===== src/rtl/mux_bus_pkg.sv =====
// Shared types and constants for the two-bank tristate mux bus arbiter.
// Bank 0 drives through the active-low-enable mux, bank 1 through the active-high one.
package mux_bus_pkg;

  typedef enum logic [1:0] {
    IDLE  = 2'b00,
    DRIVE = 2'b01,
    TURN  = 2'b10
  } state_t;

  localparam int BANK_BIT = 2;
  localparam int SEL_MSB  = 1;
  localparam int SEL_LSB  = 0;

  localparam logic EN_L_DRIVE = 1'b0;
  localparam logic EN_L_IDLE  = 1'b1;
  localparam logic EN_H_DRIVE = 1'b1;
  localparam logic EN_H_IDLE  = 1'b0;

  function automatic logic bank_of(input logic [2:0] idx);
    return idx[BANK_BIT];
  endfunction

endpackage


===== src/rtl/mux_bus_arbiter_if.sv =====
// Request/acknowledge and mux-control bundle between the arbiter and the bus side.
interface mux_bus_arbiter_if;
  logic [7:0] req;
  logic       ack;
  logic [1:0] sel;
  logic       en_l;
  logic       en_h;
  logic       valid;
  logic [2:0] grant_idx;
  logic       done;
  logic       timeout;

  modport master (
    input  req, ack,
    output sel, en_l, en_h, valid, grant_idx, done, timeout
  );

  modport slave (
    output req, ack,
    input  sel, en_l, en_h, valid, grant_idx, done, timeout
  );
endinterface


===== src/rtl/mux_bus_arbiter_rr_pick_8.sv =====
// Combinational round-robin picker: first set request at or after ptr, modulo 8.
module rr_pick_8 (
  input  logic [7:0] req,
  input  logic [2:0] ptr,
  output logic       any,
  output logic [2:0] idx
);
  logic [7:0] rot;
  logic [2:0] off;

  // rot[k] is the request that sits k places after ptr; 3-bit index wraps 7 -> 0.
  for (genvar gi = 0; gi < 8; gi++) begin : g_rot
    assign rot[gi] = req[ptr + 3'(gi)];
  end

  always_comb begin
    off = '0;
    for (int i = 7; i >= 0; i--) begin
      if (rot[i]) off = 3'(i);
    end
  end

  assign any = |req;
  assign idx = ptr + off;
endmodule


===== src/rtl/mux_bus_arbiter.sv =====
// Round-robin arbiter steering two 4:1 tristate muxes onto one shared bus wire,
// with a both-off turnaround cycle after every grant.
module mux_bus_arbiter
  import mux_bus_pkg::*;
#(
  parameter int MAX_HOLD = 15
) (
  input  logic             clk,
  input  logic             rst,
  mux_bus_arbiter_if.master bus
);
  localparam int CNT_W = $clog2(MAX_HOLD + 1);
  localparam logic [CNT_W-1:0] CNT_LAST = CNT_W'(MAX_HOLD - 1);

  state_t           state_reg;
  logic [2:0]       ptr_reg;
  logic [CNT_W-1:0] hold_cnt_reg;
  logic [2:0]       grant_idx_reg;
  logic [1:0]       sel_reg;
  logic             en_l_reg;
  logic             en_h_reg;
  logic             valid_reg;
  logic             done_reg;
  logic             timeout_reg;

  logic       pick_any;
  logic [2:0] pick_idx;

  rr_pick_8 u_pick (
    .req (bus.req),
    .ptr (ptr_reg),
    .any (pick_any),
    .idx (pick_idx)
  );

  always_ff @(posedge clk or posedge rst) begin
    if (rst) begin
      state_reg     <= IDLE;
      ptr_reg       <= '0;
      hold_cnt_reg  <= '0;
      grant_idx_reg <= '0;
      sel_reg       <= '0;
      en_l_reg      <= EN_L_IDLE;
      en_h_reg      <= EN_H_IDLE;
      valid_reg     <= 1'b0;
      done_reg      <= 1'b0;
      timeout_reg   <= 1'b0;
    end else begin
      case (state_reg)
        IDLE: begin
          done_reg    <= 1'b0;
          timeout_reg <= 1'b0;
          if (pick_any) begin
            grant_idx_reg <= pick_idx;
            sel_reg       <= pick_idx[SEL_MSB:SEL_LSB];
            // Exactly one mux is enabled; the other stays high-Z.
            en_l_reg      <= bank_of(pick_idx) ? EN_L_IDLE  : EN_L_DRIVE;
            en_h_reg      <= bank_of(pick_idx) ? EN_H_DRIVE : EN_H_IDLE;
            valid_reg     <= 1'b1;
            hold_cnt_reg  <= '0;
            state_reg     <= DRIVE;
          end
        end
        DRIVE: begin
          hold_cnt_reg <= hold_cnt_reg + 1'b1;
          // ack takes priority over expiry when both land in the last cycle.
          if (bus.ack || (hold_cnt_reg == CNT_LAST)) begin
            done_reg    <= bus.ack;
            timeout_reg <= ~bus.ack;
            en_l_reg    <= EN_L_IDLE;
            en_h_reg    <= EN_H_IDLE;
            valid_reg   <= 1'b0;
            state_reg   <= TURN;
          end
        end
        TURN: begin
          done_reg    <= 1'b0;
          timeout_reg <= 1'b0;
          ptr_reg     <= grant_idx_reg + 3'd1;
          state_reg   <= IDLE;
        end
        default: begin
          en_l_reg  <= EN_L_IDLE;
          en_h_reg  <= EN_H_IDLE;
          valid_reg <= 1'b0;
          state_reg <= IDLE;
        end
      endcase
    end
  end

  assign bus.sel       = sel_reg;
  assign bus.en_l      = en_l_reg;
  assign bus.en_h      = en_h_reg;
  assign bus.valid     = valid_reg;
  assign bus.grant_idx = grant_idx_reg;
  assign bus.done      = done_reg;
  assign bus.timeout   = timeout_reg;
endmodule


===== src/flat_wrapper.sv =====
// flat-port wrapper written by rule: the top's interface ports become plain ports
module mux_bus_arbiter_flat import mux_bus_pkg::*;
#(
  parameter int MAX_HOLD = 15
)
  (clk, rst, bus_req, bus_ack, bus_sel, bus_en_l, bus_en_h, bus_valid, bus_grant_idx, bus_done, bus_timeout);
  mux_bus_arbiter_if bus_i ();
  input  logic clk;
  input  logic rst;
  input wire logic [$bits(bus_i.req)-1:0] bus_req;
  input wire logic [$bits(bus_i.ack)-1:0] bus_ack;
  output wire logic [$bits(bus_i.sel)-1:0] bus_sel;
  output wire logic [$bits(bus_i.en_l)-1:0] bus_en_l;
  output wire logic [$bits(bus_i.en_h)-1:0] bus_en_h;
  output wire logic [$bits(bus_i.valid)-1:0] bus_valid;
  output wire logic [$bits(bus_i.grant_idx)-1:0] bus_grant_idx;
  output wire logic [$bits(bus_i.done)-1:0] bus_done;
  output wire logic [$bits(bus_i.timeout)-1:0] bus_timeout;
  assign bus_i.req = bus_req;
  assign bus_i.ack = bus_ack;
  assign bus_sel = bus_i.sel;
  assign bus_en_l = bus_i.en_l;
  assign bus_en_h = bus_i.en_h;
  assign bus_valid = bus_i.valid;
  assign bus_grant_idx = bus_i.grant_idx;
  assign bus_done = bus_i.done;
  assign bus_timeout = bus_i.timeout;
  mux_bus_arbiter #(.MAX_HOLD(MAX_HOLD)) u_core (.clk(clk), .rst(rst), .bus(bus_i));
endmodule

===== config.mk =====
export PLATFORM = sky130hd
export DESIGN_NAME = mux_bus_arbiter_flat
export DESIGN_NICKNAME = d
export VERILOG_FILES = /design/src/rtl/mux_bus_pkg.sv /design/src/rtl/mux_bus_arbiter_if.sv /design/src/rtl/mux_bus_arbiter_rr_pick_8.sv /design/src/rtl/mux_bus_arbiter.sv /design/src/flat_wrapper.sv
export SDC_FILE = /design/constraint.sdc
export NUM_CORES = 1
export LEC_CHECK = 0
export CELL_PAD_IN_SITES_DETAIL_PLACEMENT = 0
export CELL_PAD_IN_SITES_GLOBAL_PLACEMENT = 1
export CORE_MARGIN = 10
export CORE_UTILIZATION = 46
export DETAILED_ROUTE_END_ITERATION = 12
export GPL_TIMING_DRIVEN = 1
export PLACE_DENSITY = 0.91
export SETUP_SLACK_MARGIN = 0.4
export SLEW_MARGIN = 20
export SYNTH_ARGS = -nofsm -noshare
export SYNTH_HDL_FRONTEND = slang
export SYNTH_SLANG_ARGS = --single-unit

===== constraint.sdc =====
create_clock -name clk -period 9.8 [get_ports clk]
set_input_delay 1.96 -clock clk [delete_from_list [all_inputs] [get_ports clk]]
set_output_delay 1.96 -clock clk [all_outputs]
set_load 0.1 [all_outputs]

==> results of run 1 <==
## layout by cell type, fill, tap and decap left out, drive strengths merged, types with 2 or more instances in the layout
master,count
inv,7
xor2,6
nor2,11
o21ai,9
nor3,2
nand2,8
mux2i,5
a21oi,6
nor2b,3
a211o,3
ha,6
nand3,6
xnor2,2
nor4,2
mux2,7
clkdlybuf4s50,20
clkbuf,3
dfrtp,16
o21bai,2
a211oi,4
nand2b,4
mux4,11
## worst paths after layout
path	start	endpoint	slack [ns]	depth (start not counted)
min reg2reg	u_core.bus.valid	u_core.bus.valid	0.50	2
min	u_core.bus.valid	u_core.bus.valid	0.50	2
max	bus_req[0]	u_core.bus.en_l	5.04	11
min in group asynchronous	rst	u_core.state_reg[0]	2.05	2
max reg2reg	u_core.ptr_reg[0]	u_core.bus.en_l	5.74	12
max in group asynchronous	rst	u_core.ptr_reg[1]	7.35	2
## cell type report
cell class / instances / area, sq um / area share (%)
well taps: 44 / 55.1 / 3.18
repair buffers: 20 / 200 / 11.6
clock buffers: 3 / 22.5 / 1.30
multi-input cells: 108 / 996 / 57.5
flip-flops and latches: 17 / 427 / 24.6
clock inverters: 1 / 5.00 / 0.289
inverters: 7 / 26.3 / 1.52
## critical path: cells and delay by family
family                   cells  cell delay [ns]
multiplexers                 2             0.73
adder cells (fa/ha/maj)      2             0.57
AO/OA/AOI/OAI                3             0.67
buffers and inverters        2             0.64
AND/OR/NAND/NOR              1             0.21
XOR/XNOR                     1             0.18
## per-stage QoR
stage / instance area, sq um / setup slack, ns / utilization (%)
floorplan: 1520 / 5.57 / -
global placement: 1700 / 4.81 / 54.9
detailed placement: 1700 / 4.73 / 54.9
CTS: 1730 / 5.04 / 55.8
global route: 1730 / 4.81 / 55.8
finish: 1730 / 5.04 / 55.8
## kinds of logic after synthesis
group | synth area share, %
and+or+nand+nor | 13.2
DFF | 28.0
muxes | 27.2
buffers and inverters | 6.50
xor gates and xnor gates | 4.61
adders and majority gates | 6.25
AOI/OAI and AO/OA | 14.2
## per-layer routing
| layer | share of wire (%) | vias to the layer above | track usage, % |
|---|---|---|---|
| li1 | - | 562 | - |
| met1 | 41 | 600 | 13.2 |
| met2 | 55 | 14 | 21.2 |
| met3 | 2.9 | 4 | 2.42 |
| met4 | 1.1 | 0 | 3.83 |
| met5 | 0 | - | 0 |
==> results_dict.tcl, run 1 <==
set metrics [dict create \
    status "completed" \
    clock-root-buffer "clkbuf_4" \
    grt_max_degree 18 \
    post_drt_wl_per_cell_um 16.6 \
    rsz0062_at_grt "no" \
    drive_gt1_share_pct 12.8 \
    ys_seq_area_share_pct 28.0 \
    cp-start-kind "input port" \
    via_count 1180 \
    syn_to_final_growth_pct 13.8 \
    drtIter0Drc 63 \
    critPathMaxStageDelay_ns 0.59 \
    synth_top_cell_area_share_pct 26.3 \
    path_class "in -> reg" \
    final.period_utilization_pct 48.5 \
    cts_buffers 3 \
    hold_viol_final 0 \
    dr.pass1.iters 4 \
    cts-resized-gates 0 \
    hp-class "reg -> reg" \
    core_sq_mm 0.00310 \
    synth_edf_count 0 \
    avgSynthCellArea_sq_um 10.9 \
    cts_setup_buffers 0 \
    cts.sinks 17 \
    yosysTopAreaCell "dfrtp_1" \
    place_hpwl_um 2680 \
    grt_pass1_wl_um 5770 \
    grt_pass1_vias 1218 \
    postCtsHoldBufs 0 \
    end_kind "register" \
    die_area_sq_mm 0.00601 \
    start_util_pct 49.0 \
    skew_ns 0.00310 \
    finalMaxSlewViolations 0 \
    layout.cells.non_filler 200 \
    period_needed_ns 4.76 \
    synth_most_common_cell "dfrtp_1" \
    antennaDiodeCount 0 \
    synth_cells 140 \
    fp.dieW_um 77.5 \
    grt_use_total_pct 11.6 \
    cpMaxStageDelayCell "clkdlybuf4s50_1" \
    nFillCells 290 \
    yosys-top-cells-area "dfrtp_1 (26%), mux4_1 (16%), ha_1 (4.9%)" \
    top_level_ports 21 \
    worst_ep_required_time_ns 10.00 \
    dp.cells 196 \
    fmax_mhz 210 \
    drc 0 \
    routed_wirelength_um 3310 \
    worstMarginPinSlew_ns 0.994 \
    syn_area_sq_mm 0.00152 \
    portBuffers 20 \
    clk_pin_slew_ns 0.10 \
    viasPerCell 5.90 \
    cts_htree_levels 1 \
    synth_seq_cells 17 \
    cts_tree "yes" \
    ant_nets 0 \
    synth_nets 158 \
    finalSetupViolations 0 \
    crit_chain "clkdlybuf4s50_1, mux2i_1, mux4_1, a211o_1, a22oi_1, ha_1, inv_1, fa_1, xor2_1, and4_4, a211oi_1" \
    critical_path.max_fanout 7 \
    tns_ns 0 \
    ys_warn_count 0 \
    clockBufferDepth 2 \
    rows 20 \
    overflow 0 \
    insertion_delay_ns 0.29 \
    yosys-top-cells-count "dfrtp_1 (16), nor2_1 (11), mux4_1 (9), o21ai_0 (9), nand2_1 (8)" \
    antenna_found_initial 0 \
    worst_hold_slack_ns 0.495 \
    ys_types 39 \
    crit_arrival_ns 4.95 \
    largest_reg_flops 4 \
    cap_violations 0 \
    async_flop_share_pct 100 \
    slew_headroom_pct 33.6 \
    die_h_um 77.5 \
    place.gp.congestion 0.884 \
    final_nets 175 \
    dominantRegCellSynth "dfrtp_1" \
]
Power of run 1 is not shown: default switching activity piles up to over one toggle a cycle in this logic, so the estimate is an artifact.
==> inputs of run 2 (changes only) <==
CORE_UTILIZATION = 43   (was 46)
PLACE_DENSITY = 0.86   (was 0.91)
clock period = 5 ns   (was 9.8 ns; I/O delays follow)
==> run 2 against run 1 <==
  * Wire length down 3.5%
  * Via count down 3.1%
  * Non-clock buffer count grew 1
  * Highest routed layer unchanged
  * Die area increased by 5.2%
  * Clock skew increased by 0.0021 ns
  * First-iteration DRC count decreased by 4.8%
  * Final area grew 0.58%
  * Critical path depth grew 1
  * Register-to-register slack got worse by 4.8 ns
==> results_dict.tcl, run 2 (synthesized netlist as in run 1, its figures left out) <==
set metrics [dict create \
    worst_ep_required_time_ns 5.17 \
    grt_use_total_pct 10.6 \
    clockBufferDepth 2 \
    syn_to_final_growth_pct 14.5 \
    period_needed_ns 4.05 \
    skew_ns 0.00521 \
    drtIter0Drc 60 \
    start_util_pct 44.9 \
    cts-resized-gates 0 \
    clk_pin_slew_ns 0.10 \
    cts_buffers 3 \
    cts.sinks 17 \
    cp_num_buf_inv 1 \
    fp.dieW_um 79.5 \
    tns_ns 0 \
    final_cell_mix "clkdlybuf4s50_1 (20), dfrtp_1 (16), nor2_1 (11)" \
    crit_arrival_ns 4.22 \
    overflow 0 \
    final.period_utilization_pct 81.0 \
    cts_setup_buffers 0 \
    end_kind "register" \
    drive_gt1_share_pct 13.4 \
    insertion_delay_ns 0.29 \
    cpMaxStageDelayCell "dfrtp_1" \
    critical_path.max_fanout 12 \
    final_area_sq_mm 0.00174 \
    antennaDiodeCount 0 \
    path_class "reg -> reg" \
    r2r_slack_ns 0.95 \
    cp_top_family "adder cells" \
    cts_htree_levels 1 \
    holdPathEnd "u_core.bus.valid" \
    hp-start "u_core.bus.valid" \
    via_count 1143 \
    routed_wirelength_um 3200 \
    placed_area_sq_mm 0.00171 \
    rows 21 \
    layout_commonest_cell "clkdlybuf4s50_1" \
    hold_viol_final 0 \
    largest_reg_flops 4 \
    post_drt_wl_per_cell_um 15.8 \
    worstMarginPinSlew_ns 0.984 \
    postCtsHoldBufs 0 \
    dr.pass1.iters 4 \
    drc 0 \
    cp-start-kind "register" \
    cap_violations 0 \
    die_area_sq_mm 0.00632 \
    critPathMaxStageDelay_ns 0.63 \
    portBuffers 20 \
    ant_nets 0 \
    grt_pass1_vias 1192 \
    fmax_mhz 247 \
    status "completed" \
    nFillCells 317 \
    crit_chain "inv_1, ha_1, mux2_2, mux4_1, nor3_1, a21oi_1, nor2_1, a21oi_1, fa_1, xor2_1, a211oi_1, nor3_1" \
    die_h_um 79.5 \
    slew_headroom_pct 34.2 \
    finalMaxSlewViolations 0 \
    worst_hold_slack_ns 0.497 \
    hp-class "reg -> reg" \
    core_sq_mm 0.00339 \
    place_hpwl_um 2580 \
    r2r-start "u_core.ptr_reg[1]" \
    viasPerCell 5.63 \
    place.gp.congestion 0.864 \
    min_delay_path_depth 2 \
    antenna_found_initial 0 \
    cts_tree "yes" \
    final_nets 176 \
    finalSetupViolations 0 \
    timing.rr.end "u_core.bus.grant_idx[2]" \
    rsz0062_at_grt "no" \
    r2r_cells 12 \
    grt_max_degree 18 \
    clock-root-buffer "clkbuf_4" \
    grt_pass1_wl_um 5550 \
    top_level_ports 21 \
]
run 2: how the worst max path moves through the flow:
| stage | startpoint | end | depth (start not counted) |
|---|---|---|---|
| after floorplan | u_core.ptr_reg[0] | u_core.bus.grant_idx[2] | 14 |
| after global placement | bus_req[2] | u_core.bus.en_l | 11 |
| after detailed placement | bus_req[2] | u_core.bus.grant_idx[2] | 11 |
| after CTS | u_core.ptr_reg[1] | u_core.bus.grant_idx[2] | 12 |
| after global routing | u_core.ptr_reg[1] | u_core.bus.grant_idx[2] | 12 |
| final | u_core.ptr_reg[1] | u_core.bus.grant_idx[2] | 12 |
run 2: worst reg2reg max path, stage by stage, from the launching register on:
cell,delay [ns]
dfrtp_1,0.63
inv_1,0.16
ha_1,0.59
mux2_2,0.40
mux4_1,0.55
nor3_1,0.27
a21oi_1,0.07
nor2_1,0.09
a21oi_1,0.06
fa_1,0.46
xor2_1,0.17
a211oi_1,0.37
nor3_1,0.09
run 2: metal layers:
layer / track usage [%] / wire length [um]
met1: 12.9 / 1500
met4: 1.08 / 10
met2: 18.9 / 1570
met3: 2.36 / 123
met5: 0 / 0
run 2: cell type report:
class	count	area (sq um)	share of cell area (%)
timing repair buffer	21	208	11.9
inverter	7	26.3	1.51
clock inverter	1	5.00	0.287
tap	46	57.6	3.30
sequential	17	427	24.5
clock buffer	3	22.5	1.29
multi-input combinational	108	996	57.2
run 2: stage by stage:
step / utilization (%) / instances / setup WS (ns)
after floorplan: - / 140 / 1.60
final: 51.4 / 203 / 0.951
after detailed placement: 50.6 / 199 / 0.823
after CTS: 51.4 / 203 / 1.00
after global placement: 50.6 / 199 / 0.978
after global routing: 51.4 / 203 / 0.736
Power of run 2 is left out for the same reason.
==> inputs of run 3 (changes only) <==
clock period = 3.81 ns   (was 5 ns; I/O delays follow)
==> run 3 against run 2 <==
  * Global-route usage rose by 0.60 points
  * Utilization grew 3.2 points
  * Via count up 4.5%
  * Final area is 6.2% higher
  * Worst setup slack worse by 0.37 ns
  * Maximum frequency is 25% higher
  * Register-to-register slack got worse by 0.37 ns
  * Sequential cell count unchanged
  * Sequential share of layout area fell by 1.4 points
  * Count of clock-buffer cells in the layout unchanged
  * Non-clock buffer count up 6
  * Critical endpoint unchanged
  * Highest routed layer unchanged
==> results_dict.tcl, run 3 (synthesized netlist as in run 1, its figures left out) <==
set metrics [dict create \
    final_cell_mix "dfrtp_1 (16), clkdlybuf4s50_1 (12), nor2_1 (11)" \
    multi_input_area_sq_mm 0.00105 \
    die_area_sq_mm 0.00632 \
    cpMaxStageDelayCell "mux4_2" \
    worst_ep_required_time_ns 4.03 \
    rsz0062_at_grt "no" \
    crit_arrival_ns 3.45 \
    portBuffers 20 \
    clockBufferDepth 2 \
    clock-root-buffer "clkbuf_4" \
    final_area_sq_mm 0.00185 \
    routed_wirelength_um 3520 \
    place.gp.congestion 0.889 \
    placed_area_sq_mm 0.00176 \
    slew_headroom_pct 34.2 \
    end_kind "register" \
    viasPerCell 5.71 \
    syn_to_final_growth_pct 21.5 \
    path_class "reg -> reg" \
    post_drt_wl_per_cell_um 16.9 \
    core_sq_mm 0.00339 \
    finalMaxSlewViolations 0 \
    cts_htree_levels 1 \
    clk_pin_slew_ns 0.10 \
    critPathMaxStageDelay_ns 0.52 \
    cp-start-kind "register" \
    finalSetupViolations 0 \
    insertion_delay_ns 0.29 \
    fmax_mhz 309 \
    crit_chain "inv_1, ha_4, mux2i_1, mux4_2, a211o_1, a22oi_1, ha_1, inv_1, fa_2, xor2_2, and4_4, nor3_1" \
    start_util_pct 44.9 \
    dr.pass1.iters 4 \
    status "completed" \
    overflow 0 \
    register_area_sq_um 427 \
    cap_violations 0 \
    antenna_found_initial 0 \
    hp-class "reg -> reg" \
    hold_viol_final 0 \
    cts_tree "yes" \
    worst_hold_slack_ns 0.496 \
    critical_path.max_fanout 10 \
    drc 0 \
    rows 21 \
    fp.dieW_um 79.5 \
    largest_reg_flops 4 \
    nFillCells 297 \
    layout_commonest_cell "dfrtp_1" \
    final_nets 182 \
    cts_setup_buffers 0 \
    top_level_ports 21 \
    place_hpwl_um 2720 \
    grt_pass1_vias 1222 \
    skew_ns 0.00648 \
    ant_nets 0 \
    drive_gt1_share_pct 25.2 \
    grt_max_degree 18 \
    postCtsHoldBufs 0 \
    via_count 1194 \
    antennaDiodeCount 0 \
    grt_pass1_wl_um 5870 \
    min_delay_path_depth 2 \
    cts.sinks 17 \
    period_needed_ns 3.23 \
    die_h_um 79.5 \
    worstMarginPinSlew_ns 0.984 \
    final.period_utilization_pct 84.9 \
    drtIter0Drc 21 \
    cts_buffers 3 \
    cpMostUsedCell "inv_1" \
    grt_use_total_pct 11.2 \
    r2r_cells 12 \
]
-- run 3: cell types whose count changed in the layout (fill, tap and decap cells not counted), sizes merged --
cell / previous run / this run
clkdlybuf4s50: 20 / 12
dlymetal6s2s: 0 / 3
dlygate4sd2: 0 / 5
buf: 1 / 7
-- run 3: worst paths after layout --
| path | slack [ns] | end | start |
|---|---|---|---|
| setup / recovery | 0.58 | u_core.bus.grant_idx[2] | u_core.ptr_reg[0] |
| hold / removal | 0.50 | u_core.bus.valid | u_core.bus.valid |
| setup reg to reg | 0.58 | u_core.bus.grant_idx[2] | u_core.ptr_reg[0] |
| hold reg to reg | 0.50 | u_core.bus.valid | u_core.bus.valid |
| max in group asynchronous | 2.54 | u_core.ptr_reg[0] | rst |
| min in group asynchronous | 0.85 | u_core.hold_cnt_reg[0] | rst |
-- run 3: area by class of cell --
class,instances,area share (%)
Multi-Input combinational cell,108,57.0
Sequential cell,17,23.1
Timing Repair Buffer,27,13.9
Tap cell,46,3.11
Inverter,7,1.42
Clock buffer,3,1.22
Clock inverter,1,0.271
-- run 3: per-stage QoR --
step / setup TNS, ns / std cells / worst slack, ns / util (%)
floorplan: 0 / 140 / 0.407 / -
global placement: 0 / 205 / 0.0480 / 51.9
detailed placement: -0.184 / 205 / -0.0948 / 51.9
CTS: 0 / 209 / 0.404 / 53.3
global route: 0 / 209 / 0.395 / 54.6
finish: 0 / 209 / 0.577 / 54.6
-- run 3: metal layers --
metal | part of all wire [%] | GRT usage [%] | wire length [um]
met5 | 0 | 0 | 0
met4 | 0.31 | 1.61 | 11
met3 | 2.7 | 2.59 | 95
met2 | 53 | 20.6 | 1870
met1 | 44 | 12.9 | 1550
-- run 3: what timing repair did --
item                                    in CTS  in global routing
endpoints found under the setup margin       3                  3
hold endpoints to repair                     0                  0
pin swaps                                    1                  1
gates resized for setup                     11                 14
-- run 3: critical path, delay by kind of cell (launching register included) --
| kind | cells | cell delay (ns) |
|---|---|---|
| AOI/OAI and AO/OA | 2 | 0.47 |
| muxes | 2 | 0.68 |
| buffers and inverters | 2 | 0.19 |
| xor gates and xnor gates | 1 | 0.17 |
| and+or+nand+nor | 2 | 0.39 |
| DFF | 1 | 0.40 |
| adders and majority gates | 3 | 0.86 |
Power of run 3 is left out for the same reason.
